===== src/rtl/alu32_byte_serial_addsub_pkg.sv =====
// Shared definitions for the byte-serial add/subtract unit: FSM states, opcodes,
// saturation constants and the signed-overflow helper.
package alu32_byte_serial_addsub_pkg;

  typedef enum logic [1:0] {
    ST_IDLE = 2'd0,
    ST_BUSY = 2'd1,
    ST_DONE = 2'd2
  } state_t;

  localparam logic ALU_OP_ADD = 1'b0;
  localparam logic ALU_OP_SUB = 1'b1;

  localparam logic [31:0] SAT_POS = 32'h7FFF_FFFF;
  localparam logic [31:0] SAT_NEG = 32'h8000_0000;

  // Operands share a sign that the result does not carry.
  function automatic logic signed_ovf(input logic a_msb, input logic b_msb, input logic r_msb);
    return (a_msb == b_msb) && (r_msb != a_msb);
  endfunction

endpackage


===== src/rtl/alu32_byte_serial_addsub_if.sv =====
// Operand/result handshake bundle for the byte-serial add/subtract unit.
// master = operand source and result sink, slave = the arithmetic unit.
interface alu32_byte_serial_addsub_if #(
  parameter int unsigned WIDTH = 32
);
  logic             in_valid;
  logic             in_ready;
  logic [WIDTH-1:0] a;
  logic [WIDTH-1:0] b;
  logic             sub;
  logic             out_valid;
  logic             out_ready;
  logic [WIDTH-1:0] result;
  logic             carry;
  logic             overflow;
  logic             zero;

  modport master (
    output in_valid, a, b, sub, out_ready,
    input  in_ready, out_valid, result, carry, overflow, zero
  );

  modport slave (
    input  in_valid, a, b, sub, out_ready,
    output in_ready, out_valid, result, carry, overflow, zero
  );
endinterface


===== src/rtl/alu32_byte_serial_addsub_adder_8.sv =====
// adder_8: 8-bit carry-lookahead slice, time-multiplexed by the byte-serial unit.
module adder_8 (
  input  logic [7:0] a,
  input  logic [7:0] b,
  input  logic       cin,
  output logic [7:0] s,
  output logic       cout
);
  logic [7:0] g;
  logic [7:0] p;
  logic [8:0] c;

  always_comb begin
    g    = a & b;
    p    = a ^ b;
    c    = '0;
    c[0] = cin;
    // Flattened generate/propagate chain; synthesis collapses it to lookahead form.
    for (int unsigned i = 0; i < 8; i++) begin
      c[i+1] = g[i] | (p[i] & c[i]);
    end
    s    = p ^ c[7:0];
    cout = c[8];
  end
endmodule


===== src/rtl/alu32_byte_serial_addsub.sv =====
// alu32_byte_serial_addsub: multi-cycle add/subtract, one 8-bit slice per cycle.
// Optional build macro: ALU_ADDSUB_SAT_EN (saturate result on signed overflow).
module alu32_byte_serial_addsub
  import alu32_byte_serial_addsub_pkg::*;
#(
  parameter int unsigned WIDTH = 32,
  parameter int unsigned SLICE = 8
) (
  input  logic                        clk,
  input  logic                        rst_n,
  alu32_byte_serial_addsub_if.slave   bus
);
  localparam int unsigned NSLICE = WIDTH / SLICE;
  localparam int unsigned KW     = (NSLICE > 1) ? $clog2(NSLICE) : 1;
  localparam int unsigned MSB    = WIDTH - 1;
  localparam logic [KW-1:0] K_LAST = KW'(NSLICE - 1);

  state_t           state, state_nxt;
  logic [WIDTH-1:0] a_q, b_q, result_q;
  logic [WIDTH-1:0] res_asm, res_fin;
  logic [KW-1:0]    k;
  logic             carry_reg, carry_q, ovf_q, zero_q;
  logic [SLICE-1:0] s;
  logic             cout;
  logic             accept, last, ovf_raw;

  adder_8 u_slice (
    .a    (a_q[k*SLICE +: SLICE]),
    .b    (b_q[k*SLICE +: SLICE]),
    .cin  (carry_reg),
    .s    (s),
    .cout (cout)
  );

  always_ff @(posedge clk) begin
    if (!rst_n) state <= ST_IDLE;
    else        state <= state_nxt;
  end

  always_comb begin
    state_nxt    = state;
    bus.in_ready = 1'b0;
    bus.out_valid = 1'b0;
    accept       = 1'b0;
    last         = 1'b0;
    case (state)
      ST_IDLE: begin
        bus.in_ready = 1'b1;
        accept       = bus.in_valid;
        if (bus.in_valid) state_nxt = ST_BUSY;
      end
      ST_BUSY: begin
        last = (k == K_LAST);
        if (k == K_LAST) state_nxt = ST_DONE;
      end
      ST_DONE: begin
        bus.out_valid = 1'b1;
        if (bus.out_ready) state_nxt = ST_IDLE;
      end
      default: state_nxt = ST_IDLE;
    endcase
  end

  // Flags come from the fully assembled word, including the slice being written this edge.
  always_comb begin
    res_asm                    = result_q;
    res_asm[k*SLICE +: SLICE]  = s;
    ovf_raw                    = signed_ovf(a_q[MSB], b_q[MSB], res_asm[MSB]);
    res_fin                    = res_asm;
`ifdef ALU_ADDSUB_SAT_EN
    if (ovf_raw) begin
      res_fin = a_q[MSB] ? {1'b1, {(WIDTH-1){1'b0}}} : {1'b0, {(WIDTH-1){1'b1}}};
    end
`endif
  end

  always_ff @(posedge clk) begin
    if (!rst_n) begin
      a_q       <= '0;
      b_q       <= '0;
      result_q  <= '0;
      k         <= '0;
      carry_reg <= 1'b0;
      carry_q   <= 1'b0;
      ovf_q     <= 1'b0;
      zero_q    <= 1'b0;
    end else if (accept) begin
      a_q       <= bus.a;
      b_q       <= (bus.sub == ALU_OP_SUB) ? ~bus.b : bus.b;
      carry_reg <= bus.sub;
      k         <= '0;
    end else if (state == ST_BUSY) begin
      carry_reg <= cout;
      if (last) begin
        result_q <= res_fin;
        carry_q  <= cout;
        ovf_q    <= ovf_raw;
        zero_q   <= (res_fin == '0);
        k        <= '0;
      end else begin
        result_q <= res_asm;
        k        <= k + 1'b1;
      end
    end
  end

  assign bus.result   = result_q;
  assign bus.carry    = carry_q;
  assign bus.overflow = ovf_q;
  assign bus.zero     = zero_q;
endmodule


===== src/flat_wrapper.sv =====
// flat-port wrapper written by rule: the top's interface ports become plain ports
module alu32_byte_serial_addsub_flat import alu32_byte_serial_addsub_pkg::*;
#(
  parameter int unsigned WIDTH = 32,
  parameter int unsigned SLICE = 8
)
  (clk, rst_n, bus_in_valid, bus_a, bus_b, bus_sub, bus_out_ready, bus_in_ready, bus_out_valid, bus_result, bus_carry, bus_overflow, bus_zero);
  alu32_byte_serial_addsub_if #(.WIDTH(WIDTH)) bus_i ();
  input  logic clk;
  input  logic rst_n;
  input wire logic [$bits(bus_i.in_valid)-1:0] bus_in_valid;
  input wire logic [$bits(bus_i.a)-1:0] bus_a;
  input wire logic [$bits(bus_i.b)-1:0] bus_b;
  input wire logic [$bits(bus_i.sub)-1:0] bus_sub;
  input wire logic [$bits(bus_i.out_ready)-1:0] bus_out_ready;
  output wire logic [$bits(bus_i.in_ready)-1:0] bus_in_ready;
  output wire logic [$bits(bus_i.out_valid)-1:0] bus_out_valid;
  output wire logic [$bits(bus_i.result)-1:0] bus_result;
  output wire logic [$bits(bus_i.carry)-1:0] bus_carry;
  output wire logic [$bits(bus_i.overflow)-1:0] bus_overflow;
  output wire logic [$bits(bus_i.zero)-1:0] bus_zero;
  assign bus_i.in_valid = bus_in_valid;
  assign bus_i.a = bus_a;
  assign bus_i.b = bus_b;
  assign bus_i.sub = bus_sub;
  assign bus_i.out_ready = bus_out_ready;
  assign bus_in_ready = bus_i.in_ready;
  assign bus_out_valid = bus_i.out_valid;
  assign bus_result = bus_i.result;
  assign bus_carry = bus_i.carry;
  assign bus_overflow = bus_i.overflow;
  assign bus_zero = bus_i.zero;
  alu32_byte_serial_addsub #(.WIDTH(WIDTH), .SLICE(SLICE)) u_core (.clk(clk), .rst_n(rst_n), .bus(bus_i));
endmodule

===== config.mk =====
export PLATFORM = sky130hd
export DESIGN_NAME = alu32_byte_serial_addsub_flat
export DESIGN_NICKNAME = d
export VERILOG_FILES = /design/src/rtl/alu32_byte_serial_addsub_pkg.sv /design/src/rtl/alu32_byte_serial_addsub_if.sv /design/src/rtl/alu32_byte_serial_addsub_adder_8.sv /design/src/rtl/alu32_byte_serial_addsub.sv /design/src/flat_wrapper.sv
export SDC_FILE = /design/constraint.sdc
export NUM_CORES = 1
export LEC_CHECK = 0
export ABC_AREA = 1
export ABC_CLOCK_PERIOD_IN_PS = 9600
export CORE_MARGIN = 2
export CORE_UTILIZATION = 58
export CTS_BUF_LIST = sky130_fd_sc_hd__clkbuf_4
export CTS_CLUSTER_SIZE = 10
export DETAILED_ROUTE_END_ITERATION = 10
export PLACE_DENSITY = 0.95
export SLEW_MARGIN = 15
export SYNTH_ARGS = -nofsm -noshare
export SYNTH_HDL_FRONTEND = slang
export SYNTH_SLANG_ARGS = --single-unit
export TNS_END_PERCENT = 5

===== constraint.sdc =====
create_clock -name clk -period 9.6 [get_ports clk]
set_input_delay 1.92 -clock clk [delete_from_list [all_inputs] [get_ports clk]]
set_output_delay 1.92 -clock clk [all_outputs]
set_load 0.05 [all_outputs]

After elaboration in Yosys (flattened, before gate mapping):

Index checks and enable logic that the tools add are counted.

* input port bits: 69
* flip-flop bits (word level): 104
* output and inout port bits: 37
* logic and storage cells: 66

* bitwise gates (word level): 22
* multiplexer cells: 13
* reduce and logical (&&, ||, !) cells: 8
* shift-type cells: 4
* $add $sub $neg: 2
* eq/ne operators: 8

Operator list (count)
* 32-bit by 6-bit indexed part select with 8-bit output: 2
* 5-bit negator with 34-bit output: 1
* 8-bit by 34-bit variable shift with 32-bit output, first input constant: 1
* 8-bit by 34-bit indexed part select with 32-bit output: 1
* 32-bit bitwise mux: 1
* 32-bit logical NOT: 1
* 32-bit two-way mux: 1
* 32-bit NOT: 1
* 8-bit bitwise XOR: 2
* 1-bit AND: 8
* 8-bit AND: 1
* 2-bit two-way mux: 4
* 1-bit OR: 8
* 1-bit two-way mux: 6
* 2-bit one-hot mux with 3 select lines: 1
* 3-bit AND reduction: 2
* 2-bit == test, second input constant: 2
* 2-bit != test, second input constant: 2
* 2-bit by 1-bit adder with 2-bit output, second input constant: 1
* 2-bit by 1-bit == test with 1-bit output, second input constant: 1
* 2-bit logical NOT: 1
* 2-bit by 1-bit != test with 1-bit output, second input constant: 1
* 1-bit NOT: 2
* 2-bit AND reduction: 1
* 5 further kinds: 5

Depth between registers and ports, before layout:

Gate-level depths: netlist (run 1).

* word-level depth: 21
* depth in mapped cells: 23
* gate-level depth less buffers: 21

Modules after synthesis:

Synthesis (run 1) repeated with hierarchy kept, for this count alone.

* cell total of the unflattened synthesis: 781
* area, all modules: 5440.2 µm²

By module, submodules not included
* alu32_byte_serial_addsub: times used 1, area each 5242.5 µm², seq. area each 2082.0 µm², cells an instance 763
* adder_8: times used 1, area each 197.7 µm², seq. area each 0.0 µm², cells an instance 18

Least setup slack after synthesis (run 1):

OpenSTA, ideal clock, no wires.

* kind: reg-to-reg
* from: register u_core.k[0]
* to: register u_core.zero_q (netlist: u_core.bus.zero)
* library setup time: 71 ps
* arrival: 4735 ps
* stages on the path, launching flop included: 23
* period minus slack after synthesis: 4806 ps
* path buffers: 3
* required time: 9529 ps
* path slack: 4794 ps
* cell sequence: dfxtp_1 buf_4 buf_2 buf_2 nor2_1 o22ai_1 fa_1 inv_1 fa_1 fa_1 fa_1 fa_1 fa_1 fa_1 inv_1 fa_1 nand3_1 o22ai_1 inv_1 nand3_1 nor2_1 nand3_1 a21oi_1

* word-level cells in the longest chain between the ends: 20
* elaborated cells on any way between the ends: 27
* those cells by class: add/sub (1); eq/ne (1); shift (4); mux (2); bitwise (17); reduce/logical (2)

RTL lines
* from (decl): line alu32_byte_serial_addsub.sv:21 `logic [KW-1:0] k;`
* from (signal assigned): line alu32_byte_serial_addsub.sv:102 `k <= k + 1'b1;`
* 32-bit by 6-bit indexed part select with 8-bit output (on tied branches): line alu32_byte_serial_addsub.sv:28, alu32_byte_serial_addsub.sv:29
* 8-bit bitwise XOR: line alu32_byte_serial_addsub_adder_8.sv:15 `p = a ^ b;`
* 1-bit AND: line alu32_byte_serial_addsub_adder_8.sv:20 `c[i+1] = g[i] | (p[i] & c[i]);`
* 1-bit OR: line alu32_byte_serial_addsub_adder_8.sv:20
* 1-bit AND: line alu32_byte_serial_addsub_adder_8.sv:20
* 1-bit OR: line alu32_byte_serial_addsub_adder_8.sv:20
* 1-bit AND: line alu32_byte_serial_addsub_adder_8.sv:20
* 1-bit OR: line alu32_byte_serial_addsub_adder_8.sv:20
* (+4 left out)
* 1-bit AND: line alu32_byte_serial_addsub_adder_8.sv:20
* 1-bit OR: line alu32_byte_serial_addsub_adder_8.sv:20
* 1-bit AND: line alu32_byte_serial_addsub_adder_8.sv:20
* 1-bit OR: line alu32_byte_serial_addsub_adder_8.sv:20
* 8-bit bitwise XOR: line alu32_byte_serial_addsub_adder_8.sv:22 `s = p ^ c[7:0];`
* 8-bit by 34-bit indexed part select with 32-bit output: line alu32_byte_serial_addsub.sv:67 `res_asm[k*SLICE +: SLICE] = s;`
* 32-bit bitwise mux: line alu32_byte_serial_addsub.sv:67
* 32-bit logical NOT: line alu32_byte_serial_addsub.sv:98 `zero_q <= (res_fin == '0);`
* to (signal assigned): line alu32_byte_serial_addsub.sv:98
* to (decl): line alu32_byte_serial_addsub.sv:22 `logic carry_reg, carry_q, ovf_q, zero_q;`

Parallel ways exist; a longest one is shown, timed or not.
A chain may end at the register's enable or synchronous reset.

Final worst setup path (run 1):

* from: register u_core.k[1]
* to: register u_core.zero_q (netlist: u_core.bus.zero)

The elaborated chain is that of the path after synthesis.

==> impl_metrics.yaml, run 1 <==
die:
  die_x_um: 99.2
  coreArea_um2: 8760
  io_pins: 106
  die-area_um2: 9840
  num_rows: 34
  dieHeight_um: 99.2
  start_util_pct: 60.0
yosys:
  syn-cell-area_um2: 5260
  synthMuxAreaShare_pct: 0
  ys_types: 26
  synthCells: 746
  syn_nets: 829
  synth_compound_area_share_pct: 20.0
  ys_seq_elements: 104
  yosysWarnings: 0
  synth-adder-area-share_pct: 4.47
  synth_top_family_by_area: "simple AND/OR/NAND/NOR gates"
  ys_seq_area_share_pct: 39.6
  synthXorXnorAreaFrac_pct: 5.33
  synth_simple_gate_area_share_pct: 20.1
  avgSynthCellArea_um2: 7.05
global_routing:
  grt_overflow: 0
  grt.total_usage_pct: 27.4
  gr-usage-met3_pct: 3.51
  top_usage_layer: "met2"
  grt_use_met1_pct: 35.1
  antenna_found_initial: 0
  use_met2_pct: 46.9
  grt_pass1_wl_um: 22100
  grt_max_degree: 64
  first_global_vias: 4808
critical_path:
  worstPathCellList: "inv_1, o21ai_0, o22ai_1, fa_1, inv_1, fa_1, fa_1, fa_1, fa_1, fa_1, fa_1, inv_1, fa_1, nand3_1, o21ai_0, nor2_1, nand3_1, nor2_1, nand3_1, a21oi_1"
  worstPathRequired_ns: 9.97
  critPathSlowestCell: "inv_1"
  critPathMaxFanout: 25
  slowest_delay_ns: 0.61
  reg2reg_slack_ns: 3.91
  startpoint_type: "flop"
  crit_arrival_ns: 6.06
  cp_common_cell: "fa_1"
  setup.worst_path.end_class: "flop"
  crit_type: "flop to flop"
cts:
  clkSinkCount: 104
  post-cts-setup-buffers: 0
  cts.reportedPaths.clkPinSlew_ns: 0.17
  cts_root_buffer: "clkbuf_4"
  hold_buffers: 0
  cts_max_path_buffers: 2
  cts_tree: "yes"
  cts_buffers: 9
  cts_resized: 0
  clk-insertion-delay-late_ns: 0.46
  ctsHtreeMaxLevel: 3
layout:
  num_antenna_cells: 0
  finalNonFillerCells: 933
  area_growth_pct: 21.8
  utilization_pct: 73.1
  final_common_cell: "nor2_1"
  drive_gt1_share_pct: 3.03
  mostFrequentLayoutCells: "nor2_1, o21ai_0, clkdlybuf4s50_1, dfxtp_1, inv_1"
  nets: 903
sta:
  fin_tns_setup_ns: 0
  hold_violations: 0
  slew_violations: 0
  maxSlewHeadroom_pct: 30.3
  fin_skew_ns: 0.0239
  post-route-period-util_pct: 59.3
  timing_worst_slew_pin_value_ns: 1.04
  period_minus_slack_ns: 5.69
  hold_slack_ns: 0.473
  setup_viol: 0
  fmax_ghz: 0.176
  rsz0062_at_grt: "false"
drt:
  vias: 5184
  wirelength_um: 13300
  routed_via_density: 5.56
  dr.pass1.iters: 5
  postRouteAntennaNets: 0
  drcViolationCount: 0
  first_iter_violations: 360
  wire_per_inst_um: 14.3
job:
  drv_cap: 0
placement:
  portBuffers: 105
  place_inst: 917
  dpl.hpwl_um: 9920
  gp_congestion: 0.939
worst_hold_path:
  worstHoldPathType: "flop to flop"
power_and_ir_drop:
  finalPower_uw: 1010
  ir_drop_v: 0.0000856
  p_leak_uw: 0.00269
  power_density_nw_per_um2: 158
run_status:
  status: "complete, no violations"
area by class of cell:
cell class / count / area [um^2]
clock buffer: 9 / 67.6
timing repair buffer: 109 / 1070
tap: 108 / 135
clock inverter: 7 / 76.3
fill: 694 / 2360
inverter: 93 / 349
sequential: 104 / 2080
multi-input combinational: 503 / 2630
final timing paths:
check	start	to	cells past startpoint
worst max-delay path	u_core.k[1]$_SDFFE_PP0P_	u_core.bus.zero$_SDFFE_PN0P_	20
worst min-delay path	u_core.b_q[5]$_SDFFE_PN0P_	u_core.b_q[5]$_SDFFE_PN0P_	2
worst max register to register	u_core.k[1]$_SDFFE_PP0P_	u_core.bus.zero$_SDFFE_PN0P_	20
worst min register to register	u_core.b_q[5]$_SDFFE_PN0P_	u_core.b_q[5]$_SDFFE_PN0P_	2
worst max-delay path, delay by kind of cell, from the launching register on:
| family | cells | cell delay [ns] |
|---|---|---|
| flops | 1 | 0.50 |
| simple gates | 5 | 0.62 |
| fa+ha+maj | 8 | 3.01 |
| compound gates | 4 | 0.72 |
| buf+inv | 3 | 0.74 |
metal layers:
| layer | routed length (um) | up-vias | share of wire [%] |
|---|---|---|---|
| li1 | - | 2549 | - |
| met4 | 389 | 0 | 2.9 |
| met1 | 5600 | 2361 | 42 |
| met5 | 0 | - | 0 |
| met3 | 909 | 39 | 6.8 |
| met2 | 6430 | 235 | 48 |
synthesized netlist by cell type:
cell type    n  share of area, %
a211oi_1     8               1.1
a21oi_1     44               4.2
a31oi_1      1              0.12
a32o_1       6               1.1
buf_1        1             0.071
buf_2       15               1.4
buf_4        3              0.43
clkbuf_1    27               1.9
clkinv_1     1             0.071
dfxtp_1    104                40
fa_1         8               3.0
ha_1         6               1.4
inv_1       91               6.5
inv_2        1             0.071
nand2_1     86               6.1
nand3_1     35               3.3
nand3_2      1              0.19
nor2_1     142                10
nor2_4       1              0.21
nor3_1       1             0.095
o211ai_1     8               1.1
o21ai_0    105                10
o22ai_1     18               2.1
o31ai_1      1              0.14
xnor2_1     27               4.5
xor2_1       5              0.83
power breakdown:
part	total (uW)	switching, uW	internal (uW)
clock	236	154	82.0
combinational	282	172	109
sequential	496	27.7	468
stage by stage:
step | setup slack (ns) | area (um^2)
after floorplan | 4.79 | 5260
after global placement | 4.33 | 6260
after detailed placement | 4.10 | 6260
after CTS | 4.07 | 6410
after global routing | 3.62 | 6410
final | 3.91 | 6410
kinds of logic (layout without fill, tap and decap cells):
family,after synthesis,after routing
simple gates,266,266
compound gates,191,191
buf+inv,139,218
flops,104,104
fa+ha+maj,14,14
xor+xnor,32,32
Note: power is estimated with default switching activity, not from simulation.
==> run 2: changes to the inputs <==
--- a/config.mk
+++ b/config.mk
@@ -6,13 +6,13 @@
 export NUM_CORES = 1
 export LEC_CHECK = 0
 export ABC_AREA = 1
-export ABC_CLOCK_PERIOD_IN_PS = 9600
+export ABC_CLOCK_PERIOD_IN_PS = 4730
 export CORE_MARGIN = 2
-export CORE_UTILIZATION = 58
+export CORE_UTILIZATION = 48
 export CTS_BUF_LIST = sky130_fd_sc_hd__clkbuf_4
 export CTS_CLUSTER_SIZE = 10
 export DETAILED_ROUTE_END_ITERATION = 10
-export PLACE_DENSITY = 0.95
+export PLACE_DENSITY = 0.89
 export SLEW_MARGIN = 15
 export SYNTH_ARGS = -nofsm -noshare
 export SYNTH_HDL_FRONTEND = slang
==> constraint.sdc (replaced) <==
create_clock -name clk -period 4.73 [get_ports clk]
set_input_delay 0.946 -clock clk [delete_from_list [all_inputs] [get_ports clk]]
set_output_delay 0.946 -clock clk [all_outputs]
set_load 0.05 [all_outputs]
==> run 2 against run 1 <==
Compared with the run above: non-clock buffer count increased by 10; via count barely moved; count of clock-buffer cells in the layout unchanged; sequential cell count is the same; largest power group unchanged; clock power up 110%.
==> impl_metrics.yaml, run 2 (synthesis gave the netlist of run 1 again) <==
critical_path:
  crit_type: "flop to flop"
  critPathBufInv: 4
  r2r.worst_path.cells: 19
  reg2reg_slack_ns: 0.22
  critPathMaxFanout: 11
  setup.worst_path.end_class: "flop"
  worstPathCellList: "inv_4, buf_4, nand2_1, a32o_1, fa_2, fa_2, fa_2, fa_2, fa_2, fa_2, inv_1, fa_2, nand3_2, o22ai_1, inv_1, nand3_1, nor2_1, nand3_1, a21oi_2"
  critPathSlowestCell: "fa_2"
  r2r-end: "u_core.bus.zero$_SDFFE_PN0P_"
  startpoint_type: "flop"
  worstPathRequired_ns: 5.12
  crit_arrival_ns: 4.90
  r2r-start: "u_core.k[0]$_SDFFE_PP0P_"
  cp_common_cell: "fa_2"
  critPathTopFamily: "adder cells"
  slowest_delay_ns: 0.47
die:
  coreArea_um2: 10700
  num_rows: 38
  die_x_um: 109
  io_pins: 106
  die-area_um2: 11800
  start_util_pct: 48.9
  dieHeight_um: 109
power_and_ir_drop:
  combPwrFrac_pct: 28.5
  net-switching-power_uw: 731
  power_density_nw_per_um2: 317
  pwr-share-clk_pct: 23.7
  ir_drop_v: 0.000156
  p_leak_uw: 0.00275
  swShare_pct: 35.0
  intPower_uw: 1360
  power_frac_seq_pct: 47.8
layout:
  multi_input_area_um2: 2670
  drive_gt1_share_pct: 5.87
  finalNonFillerCells: 976
  area_growth_pct: 25.2
  nets: 913
  fill_cells: 942
  final_area_um2: 6590
  mostFrequentLayoutCells: "nor2_1, o21ai_0, clkdlybuf4s50_1"
  regArea_um2: 2090
  final_common_cell: "nor2_1"
sta:
  hold_violations: 0
  fin_ws_ns: 0.219
  timing_worst_slew_pin_value_ns: 1.10
  fin_tns_setup_ns: 0
  rsz0062_at_grt: "false"
  hold_slack_ns: 0.484
  slew_violations: 0
  fmax_ghz: 0.222
  period_minus_slack_ns: 4.51
  fin_skew_ns: 0.0179
  setup_viol: 0
  post-route-period-util_pct: 95.4
  maxSlewHeadroom_pct: 26.1
drt:
  postRouteAntennaNets: 0
  wirelength_um: 13500
  dr.pass1.iters: 6
  first_iter_violations: 431
  drcViolationCount: 0
  vias: 5182
  wire_per_inst_um: 13.8
  routed_via_density: 5.31
placement:
  placed_cell_area_um2: 6360
  place_inst: 957
  gp_congestion: 0.965
  portBuffers: 105
  preCtsSetupSlack_ns: -0.0246
  dpl.hpwl_um: 9810
global_routing:
  antenna_found_initial: 1
  grt_pass1_wl_um: 21500
  grt.total_usage_pct: 23.3
  grt_overflow: 0
  grt_max_degree: 63
  first_global_vias: 4614
job:
  drv_cap: 0
cts:
  cts_max_path_buffers: 2
  cts.reportedPaths.clkPinSlew_ns: 0.16
  cts_root_buffer: "clkbuf_4"
  ctsHtreeMaxLevel: 3
  clkSinkCount: 104
  hold_buffers: 0
  cts_tree: "yes"
  cts_buffers: 9
  clk-insertion-delay-late_ns: 0.48
worst_hold_path:
  hold_end: "u_core.b_q[4]$_SDFFE_PN0P_"
  hp-start: "u_core.b_q[4]$_SDFFE_PN0P_"
  min_path_cells: 2
  worstHoldPathType: "flop to flop"
run_status:
  status: "complete, no violations"
[run 2: changes by cell type in the layout (fill, tap and decap cells not counted), sizes merged]
cell and change:
diode +1, clkinvlp -1, inv +1, buf +10
[run 2: worst max-delay path by stage]
stage                              endpoint                      from  slack [ns]  depth (start not counted)
2_1_floorplan  u_core.bus.zero$_SDFFE_PN0P_  u_core.k[1]$_SDFFE_PP0P_        0.04                         21
3_3_place_gp   u_core.bus.zero$_SDFFE_PN0P_  u_core.k[1]$_SDFFE_PP0P_        0.14                         18
3_5_place_dp   u_core.bus.zero$_SDFFE_PN0P_  u_core.k[0]$_SDFFE_PP0P_       -0.02                         20
4_1_cts        u_core.bus.zero$_SDFFE_PN0P_  u_core.k[0]$_SDFFE_PP0P_        0.03                         20
5_1_grt        u_core.bus.zero$_SDFFE_PN0P_  u_core.k[0]$_SDFFE_PP0P_        0.02                         20
6_report       u_core.bus.zero$_SDFFE_PN0P_  u_core.k[0]$_SDFFE_PP0P_        0.22                         19
[run 2: through the flow]
stage                     total power (uW)  utilization (%)
after floorplan                       1390                -
after global placement                1580             59.2
after detailed placement              1590             59.2
after CTS                             2080             61.0
after global routing                  2190             61.3
final                                 2090             61.3
[run 2: power groups by stage]
stage / Clock (uW) / Combinational [uW] / Sequential, uW
6_report: 495 / 594 / 999
5_1_grt: 535 / 651 / 1010
4_1_cts: 496 / 583 / 997
3_5_place_dp: 0 / 575 / 1020
3_3_place_gp: 0 / 564 / 1010
2_1_floorplan: 0 / 306 / 1090
[run 2: tightest hold or removal path: stages (launching register included)]
cell and delay, ns:
dfxtp_1 0.33, inv_1 0.07, a21oi_1 0.06
[run 2: layer usage]
metal  vias to the layer above  routed length, um  global-route usage (%)
met1                      2348               5780                    30.0
met4                         0                324                    7.97
met3                        32               1120                    6.04
li1                       2574                  -                       -
met2                       228               6300                    38.0
met5                         -                  0                       0
[run 2: what timing repair did]
item / 4_1_cts / 5_1_grt
pin swaps: 3 / 5
setup buffers: 1 / 1
setup endpoints to repair: 1 / 2
gates resized for setup: 8 / 8
[run 2: layout make-up]
| cell class | count | share of cell area [%] |
|---|---|---|
| Timing Repair Buffer | 119 | 17.5 |
| Clock inverter | 7 | 1.29 |
| Inverter | 93 | 5.34 |
| Clock buffer | 9 | 1.03 |
| Tap cell | 140 | 2.66 |
| Sequential cell | 104 | 31.7 |
| Multi-Input combinational cell | 503 | 40.5 |
| Antenna cell | 1 | 0.0380 |
==> run 3: changes to the inputs <==
--- a/config.mk
+++ b/config.mk
@@ -8,11 +8,11 @@
 export ABC_AREA = 1
 export ABC_CLOCK_PERIOD_IN_PS = 4730
 export CORE_MARGIN = 2
-export CORE_UTILIZATION = 48
-export CTS_BUF_LIST = sky130_fd_sc_hd__clkbuf_4
+export CORE_UTILIZATION = 47
+export CTS_BUF_LIST = sky130_fd_sc_hd__clkbuf_16
 export CTS_CLUSTER_SIZE = 10
 export DETAILED_ROUTE_END_ITERATION = 10
-export PLACE_DENSITY = 0.89
+export PLACE_DENSITY = 0.88
 export SLEW_MARGIN = 15
 export SYNTH_ARGS = -nofsm -noshare
 export SYNTH_HDL_FRONTEND = slang
==> run 3 against run 2 <==
Compared with the run above: die area is 2.0% higher; utilization grew 0.37 points; count of clock-buffer cells in the layout unchanged; sequential share of layout area shrank 0.60 points; total power grew 11%; clock skew shrank 0.012 ns; combinational power about the same; sequential cell count unchanged; highest routed layer unchanged.
==> impl_metrics.yaml, run 3 (synthesis gave the netlist of run 1 again) <==
sta:
  period_minus_slack_ns: 4.59
  maxSlewHeadroom_pct: 30.5
  fmax_ghz: 0.218
  hold_violations: 0
  fin_tns_setup_ns: 0
  fin_skew_ns: 0.00550
  slew_violations: 0
  timing_worst_slew_pin_value_ns: 1.04
  setup_viol: 0
  post-route-period-util_pct: 97.0
drt:
  wire_per_inst_um: 14.0
  routed_via_density: 5.31
  postRouteAntennaNets: 0
  drcViolationCount: 0
  vias: 5173
  wirelength_um: 13600
  dr.pass1.iters: 5
  first_iter_violations: 429
critical_path:
  crit_type: "flop to flop"
  crit_arrival_ns: 4.84
  critPathMaxFanout: 9
  setup.worst_path.end_class: "flop"
  startpoint_type: "flop"
  worstPathRequired_ns: 4.98
layout:
  final_common_cell: "nor2_1"
  area_growth_pct: 27.6
  mostFrequentLayoutCells: "nor2_1, o21ai_0, clkdlybuf4s50_1"
  nets: 914
  finalNonFillerCells: 974
  num_antenna_cells: 0
  drive_gt1_share_pct: 5.64
die:
  die_x_um: 110
  coreArea_um2: 10900
  dieHeight_um: 110
  die-area_um2: 12100
  start_util_pct: 48.3
  io_pins: 106
  num_rows: 38
power_and_ir_drop:
  net-switching-power_uw: 732
  power_density_nw_per_um2: 346
  combPwrFrac_pct: 25.6
  swShare_pct: 31.5
  pwr-share-clk_pct: 31.4
  intPower_uw: 1590
  ir_drop_v: 0.000183
  p_leak_uw: 0.00281
  power_frac_seq_pct: 43.1
global_routing:
  grt_pass1_wl_um: 22100
  grt_max_degree: 64
  grt_overflow: 0
  antenna_found_initial: 0
  first_global_vias: 4755
  grt.total_usage_pct: 23.3
cts:
  hold_buffers: 0
  clkSinkCount: 104
  clk-insertion-delay-late_ns: 0.34
  cts_root_buffer: "clkbuf_16"
  ctsHtreeMaxLevel: 3
  cts.reportedPaths.clkPinSlew_ns: 0.07
  cts_buffers: 9
  cts_max_path_buffers: 2
  cts_tree: "yes"
placement:
  portBuffers: 105
  dpl.hpwl_um: 10000
  place_inst: 959
  gp_congestion: 0.982
job:
  drv_cap: 0
worst_hold_path:
  worstHoldPathType: "flop to flop"
run_status:
  status: "complete, no violations"
==> run 3: changes by cell type in the layout (fill, tap and decap cells not counted), moves of 2 or more <==
cell,before,now
clkinv_4,2,0
clkbuf_4,9,0
fa_2,8,6
inv_2,0,2
fa_1,0,2
clkbuf_16,0,9
==> run 3: routing by layer <==
metal  routed length, um  global-route usage, %
met2                6370                   37.5
met3                1010                   4.33
met5                   0                      0
met1                5890                   30.7
met4                 374                   9.67
==> run 3: cell type report <==
class / instances / area, um^2
clock inverters: 5 / 58.8
inverters: 93 / 352
repair buffers: 120 / 1160
well taps: 140 / 175
clock buffers: 9 / 225
fillers: 944 / 4180
multi-input cells: 503 / 2660
flip-flops and latches: 104 / 2090
==> run 3: path summary, 6_finish.rpt <==
| check | from | end | slack (ns) | depth (start not counted) |
|---|---|---|---|---|
| max | u_core.k[0]$_SDFFE_PP0P_ | u_core.bus.zero$_SDFFE_PN0P_ | 0.14 | 20 |
| min | u_core.b_q[5]$_SDFFE_PN0P_ | u_core.b_q[5]$_SDFFE_PN0P_ | 0.46 | 2 |
| max reg2reg | u_core.k[0]$_SDFFE_PP0P_ | u_core.bus.zero$_SDFFE_PN0P_ | 0.14 | 20 |
| min reg2reg | u_core.b_q[5]$_SDFFE_PN0P_ | u_core.b_q[5]$_SDFFE_PN0P_ | 0.46 | 2 |
==> run 3: critical path, stage by stage, from the launching register on <==
cell     delay [ns]
dfxtp_4        0.38
inv_4          0.09
o21ai_0        0.08
o22ai_1        0.23
fa_2           0.24
inv_1          0.05
fa_1           0.38
fa_2           0.35
fa_2           0.36
fa_2           0.36
fa_2           0.34
fa_1           0.38
inv_2          0.08
fa_2           0.45
nand3_2        0.10
o22ai_1        0.09
inv_1          0.09
nand3_1        0.09
nor2_2         0.10
nand3_1        0.10
a21oi_2        0.13
==> run 3: what timing repair did <==
action                     4_1_cts  5_1_grt
setup endpoints to repair        1        2
hold endpoints to repair         0        0
gates resized for setup          5       12
setup buffers                    0        1
pin swaps                        1        5
cloned                           0        0
==> run 3: power groups by stage <==
stage          clock (uW)  sequential [uW]  combinational, uW
6_report              728             1000                594
5_1_grt               776             1010                653
3_5_place_dp            0             1020                576
2_1_floorplan           0             1090                306
4_1_cts               736              999                581
3_3_place_gp            0             1020                566
==> run 3: metrics by stage <==
step	total power (uW)	cell area, um^2	hold WS [ns]	utilization (%)	setup WS, ns
global route	2440	6710	0.487	61.7	-0.0541
CTS	2320	6670	0.459	61.3	0.0142
detailed placement	1590	6380	0.448	58.6	-0.0373
floorplan	1390	5270	0.425	-	0.0416
global placement	1580	6380	0.439	58.6	0.121
finish	2320	6710	0.459	61.7	0.142
